===== config.mk =====
export PLATFORM = sky130hd
export DESIGN_NAME = serial_adder_ctrl
export DESIGN_NICKNAME = d
export VERILOG_FILES = /design/src/rtl/serial_adder_ctrl.sv
export SDC_FILE = /design/constraint.sdc
export NUM_CORES = 1
export LEC_CHECK = 0
export CAP_MARGIN = 25
export CELL_PAD_IN_SITES_DETAIL_PLACEMENT = 1
export CELL_PAD_IN_SITES_GLOBAL_PLACEMENT = 2
export CORE_MARGIN = 3
export CORE_UTILIZATION = 30
export CTS_CLUSTER_DIAMETER = 120
export CTS_CLUSTER_SIZE = 40
export DETAILED_ROUTE_END_ITERATION = 10
export GPL_ROUTABILITY_DRIVEN = 0
export PLACE_DENSITY_LB_ADDON = 0.1
export SLEW_MARGIN = 5
export SYNTH_ARGS = -nofsm -noshare
export SYNTH_HDL_FRONTEND = slang
export SYNTH_HIERARCHICAL = 1
export SYNTH_SLANG_ARGS = --single-unit

===== constraint.sdc =====
create_clock -name clk -period 1.4 [get_ports clk]
set_input_delay 0.28 -clock clk [delete_from_list [all_inputs] [get_ports clk]]
set_output_delay 0.28 -clock clk [all_outputs]
set_load 0.1 [all_outputs]

===== src/rtl/serial_adder_ctrl.sv =====
// Bit-serial N-bit adder: one FullAdder is time-shared LSB-first over N cycles.
// Optional subtraction mode is enabled by defining SERIAL_ADDER_SUB_EN.
module FullAdder (
    input  logic a,
    input  logic b,
    input  logic ci,
    output logic s,
    output logic co
);
    assign s  = a ^ b ^ ci;
    assign co = (a & b) | (ci & (a ^ b));
endmodule

module serial_adder_ctrl #(
    parameter int N = 8
) (
    input  logic         clk,
    input  logic         rst_n,
    input  logic         start,
    input  logic [N-1:0] a_in,
    input  logic [N-1:0] b_in,
`ifdef SERIAL_ADDER_SUB_EN
    input  logic         sub,
`endif
    output logic         busy,
    output logic         done,
    output logic [N-1:0] sum,
    output logic         cout
);
    localparam int CW = $clog2(N);
    localparam logic [CW-1:0] LAST = CW'(N - 1);

    typedef enum logic [1:0] {IDLE, RUN, DONE} state_t;

    state_t         r_state;
    logic [N-1:0]   r_a_sh;
    logic [N-1:0]   r_b_sh;
    logic [N-1:0]   r_work;
    logic [N-1:0]   r_sum;
    logic [CW-1:0]  r_cnt;
    logic           r_carry;
    logic           r_cout;
    logic           r_busy;
    logic           r_done;

    logic           w_s;
    logic           w_co;
    logic [N-1:0]   w_work_nxt;
    logic [N-1:0]   w_b_load;
    logic           w_c_load;

    // Subtraction is a + ~b + 1: invert b once at load and seed the carry.
`ifdef SERIAL_ADDER_SUB_EN
    assign w_b_load = sub ? ~b_in : b_in;
    assign w_c_load = sub;
`else
    assign w_b_load = b_in;
    assign w_c_load = 1'b0;
`endif

    FullAdder u_fa (
        .a  (r_a_sh[0]),
        .b  (r_b_sh[0]),
        .ci (r_carry),
        .s  (w_s),
        .co (w_co)
    );

    assign w_work_nxt = {w_s, r_work[N-1:1]};

    always_ff @(posedge clk or negedge rst_n) begin
        if (!rst_n) begin
            r_state <= IDLE;
            r_a_sh  <= '0;
            r_b_sh  <= '0;
            r_work  <= '0;
            r_sum   <= '0;
            r_cnt   <= '0;
            r_carry <= 1'b0;
            r_cout  <= 1'b0;
            r_busy  <= 1'b0;
            r_done  <= 1'b0;
        end else begin
            case (r_state)
                IDLE: begin
                    if (start) begin
                        r_a_sh  <= a_in;
                        r_b_sh  <= w_b_load;
                        r_carry <= w_c_load;
                        r_cnt   <= '0;
                        r_busy  <= 1'b1;
                        r_state <= RUN;
                    end
                end
                RUN: begin
                    r_carry <= w_co;
                    r_a_sh  <= {1'b0, r_a_sh[N-1:1]};
                    r_b_sh  <= {1'b0, r_b_sh[N-1:1]};
                    r_work  <= w_work_nxt;
                    r_cnt   <= r_cnt + 1'b1;
                    // Final bit: publish the completed word, never a partial one.
                    if (r_cnt == LAST) begin
                        r_sum   <= w_work_nxt;
                        r_cout  <= w_co;
                        r_busy  <= 1'b0;
                        r_done  <= 1'b1;
                        r_state <= DONE;
                    end
                end
                DONE: begin
                    r_done  <= 1'b0;
                    r_state <= IDLE;
                end
                default: begin
                    r_busy  <= 1'b0;
                    r_done  <= 1'b0;
                    r_state <= IDLE;
                end
            endcase
        end
    end

    assign busy = r_busy;
    assign done = r_done;
    assign sum  = r_sum;
    assign cout = r_cout;
endmodule

==> results.json <==
{
  "min_period_over_period": 0.959,
  "max_cap_viol_count": 0,
  "worst_skew_pair.late_latency_ns": 0.29,
  "skew_ns": 0.00858,
  "powerDensity_nw_per_um2": 2720,
  "synth_cells": 148,
  "cp_max_fo": 3,
  "relSlewSlack": 0.764,
  "cpPeakStageDelay_ns": 0.41,
  "leakagePower_nw": 1.13,
  "worstSetupPathType": "flip-flop to flip-flop",
  "hold_class": "primary input to asynchronous set/reset pin",
  "synth_top_area_share": 0.588,
  "synth_mux_area_frac": 0.0794,
  "synth_top_family_by_area": "compound AO/OA/AOI/OAI gates",
  "critical-path-top-delay-family": "flip-flops",
  "synth_common_cells": "dfrtp_1, nand2_1, a21oi_1, nor2_1, o22ai_1",
  "detail-route-antenna-nets": 0,
  "grt_pass1_wl_mm": 7.21,
  "fmax_ghz": 0.745,
  "drive_above_1_share": 0.277,
  "synth_compound_area_frac": 0.146,
  "synth-async-reset-ratio": 1.00,
  "rr_worst_depth": 6,
  "ys_ff_latch": 40,
  "synth.most_common_cell": "dfrtp_1",
  "wl_per_cell_um": 15.2,
  "drtIter0Drc": 50,
  "worst-path-stages": 6,
  "clock-root-buffer": "clkbuf_8",
  "portBuffers": 29,
  "placed_cells_incl_taps": 253,
  "hold_viol": 0,
  "grt_max_degree": 41,
  "die_width_um": 81.3,
  "die_area_um2": 6610,
  "dp_hpwl_mm": 2.75,
  "area_growth_pct": 44.1,
  "ys_types": 26,
  "drc_errors": 0,
  "grt_use_total": 0.142,
  "first_global_vias": 1413,
  "tightest_slew_ns": 0.353,
  "synth_adder_area_share": 0.0265,
  "antenna_found_initial": 0,
  "cts_buffer_depth": 2,
  "worst-path-buf-inv": 1,
  "start_kind": "flip-flop",
  "numClockSinks": 40,
  "die_h_um": 81.3,
  "crit_path_end_kind": "flip-flop",
  "drv_slew": 0,
  "synth.avg_cell_area_um2": 11.5,
  "cts.htree.levels": 2,
  "syn-num-nets": 170,
  "cts_inserted_buffers": 5,
  "grt-ovfl-total": 0,
  "cts_tree": "done",
  "io_pins": 30,
  "syn_area_um2": 1700,
  "place_area_um2": 2280,
  "synth_flop_cell": "dfrtp_1",
  "synthTopCellsByArea": "dfrtp_1, mux2_4, nand2_1",
  "dr_total_vias": 1254,
  "start_util": 0.321,
  "setup_viol": 0,
  "postLayoutCoreUtil": 0.462,
  "slowest_stage": "dfrtp_1",
  "fin_area_um2": 2450,
  "crit_path_cell_trace": "ha_2, ha_4, buf_4, nand2b_1, a21oi_2, a21o_1",
  "n_antenna_cell": 0,
  "routed_via_density": 4.73,
  "status": "finished, final reports clean",
  "yosysTopAreaCell": "dfrtp_1",
  "critPathArrivalTime_ns": 1.57,
  "synth-seq-area-share": 0.588,
  "post-route-min-period_ns": 1.34,
  "worstPathRequired_ns": 1.63,
  "cts.clk_slew.worst_paths_ns": 0.09,
  "fin_cells": 265,
  "drt_wl_total_mm": 4.04,
  "nets": 216,
  "row_count": 26,
  "synth-simple-area-share": 0.126,
  "synth-warning-count": 6,
  "synth-xor-area-share": 0,
  "r2r_slack_ns": 0.06,
  "vdd_drop_max_mv": 1.10,
  "dr.pass1.iters": 4,
  "core_um2": 5300,
  "synth-edff-count": 0
}
[cell families after synthesis]
kind of cell / after synthesis
AOI/OAI and AO/OA: 38
muxes: 9
adders and majority gates: 3
DFF: 40
and+or+nand+nor: 47
buffers and inverters: 11
[final timing paths]
path	start	end
max	r_cnt[0]	busy
min	rst_n	sum[7]
max reg2reg	r_cnt[0]	busy
min reg2reg	r_work[1]	r_work[1]
max in group asynchronous	rst_n	r_state[1]
min in group clk	r_work[1]	r_work[1]
[power by group]
part           internal (mW)  switching, mW
clock network          0.537          0.420
registers               1.70          0.456
logic                   1.57           1.99
[area by class of cell]
cell class | instances | area [um^2]
Clock inverter | 3 | 47.5
Sequential cell | 40 | 1000
Clock buffer | 5 | 68.8
Inverter | 3 | 11.3
Fill cell | 553 | 2850
Tap cell | 70 | 87.6
Multi-Input combinational cell | 98 | 673
Timing Repair Buffer | 46 | 563
[sequential cells by signal, summed over array words and instances (netlist names)]
register and flops:
r_carry 1, cout 1, busy 1, r_a_sh 8, r_state 2, sum 8
r_cnt 3, r_b_sh 8, r_work 7, done 1
[worst register-to-register path: cells and delay by family (launching register included)]
kind                     cells  cell delay (ns)
adder cells (fa/ha/maj)      2             0.39
AO/OA/AOI/OAI                2             0.21
buffers and inverters        1             0.14
AND/OR/NAND/NOR              1             0.14
flip-flops                   1             0.41
[through the flow]
| stage | power (mW) | TNS, ns | hold WS, ns | setup WS (ns) |
|---|---|---|---|---|
| after floorplan | 4.32 | 0 | -0.0156 | 0.0198 |
| after global placement | 5.55 | -0.942 | 0.265 | -0.0728 |
| after detailed placement | 5.65 | -1.87 | 0.269 | -0.106 |
| after CTS | 6.71 | 0 | 0.480 | 0.0361 |
| after global routing | 7.12 | -0.0107 | 0.508 | -0.0107 |
| final | 6.68 | 0 | 0.482 | 0.0579 |
[what timing repair did]
action,4_1_cts,5_1_grt
endpoints found under the setup margin,10,1
gates cloned,1,0
pin swaps,1,2
hold buffers,1,0
gates resized for setup,4,1
endpoints found under the hold margin,40,0
buffers inserted,0,2
[layer usage]
layer,GRT usage,vias up,part of all wire
met5,0,-,0
met4,0.0405,0,0.011
met3,0.0377,7,0.041
met2,0.202,26,0.44
met1,0.209,613,0.51
li1,-,608,-
[placed cells by master (no fill, tap or decap), drive strengths merged, types with 4 or more instances in the layout]
cell type	netlist	routed
dfrtp	40	40
buf	7	28
nand2	24	25
clkdlybuf4s50	0	17
nor2	14	14
a21oi	14	14
o22ai	11	11
mux2	9	9
clkbuf	1	5
nand2b	4	4
(Power assumes the default switching activity.)
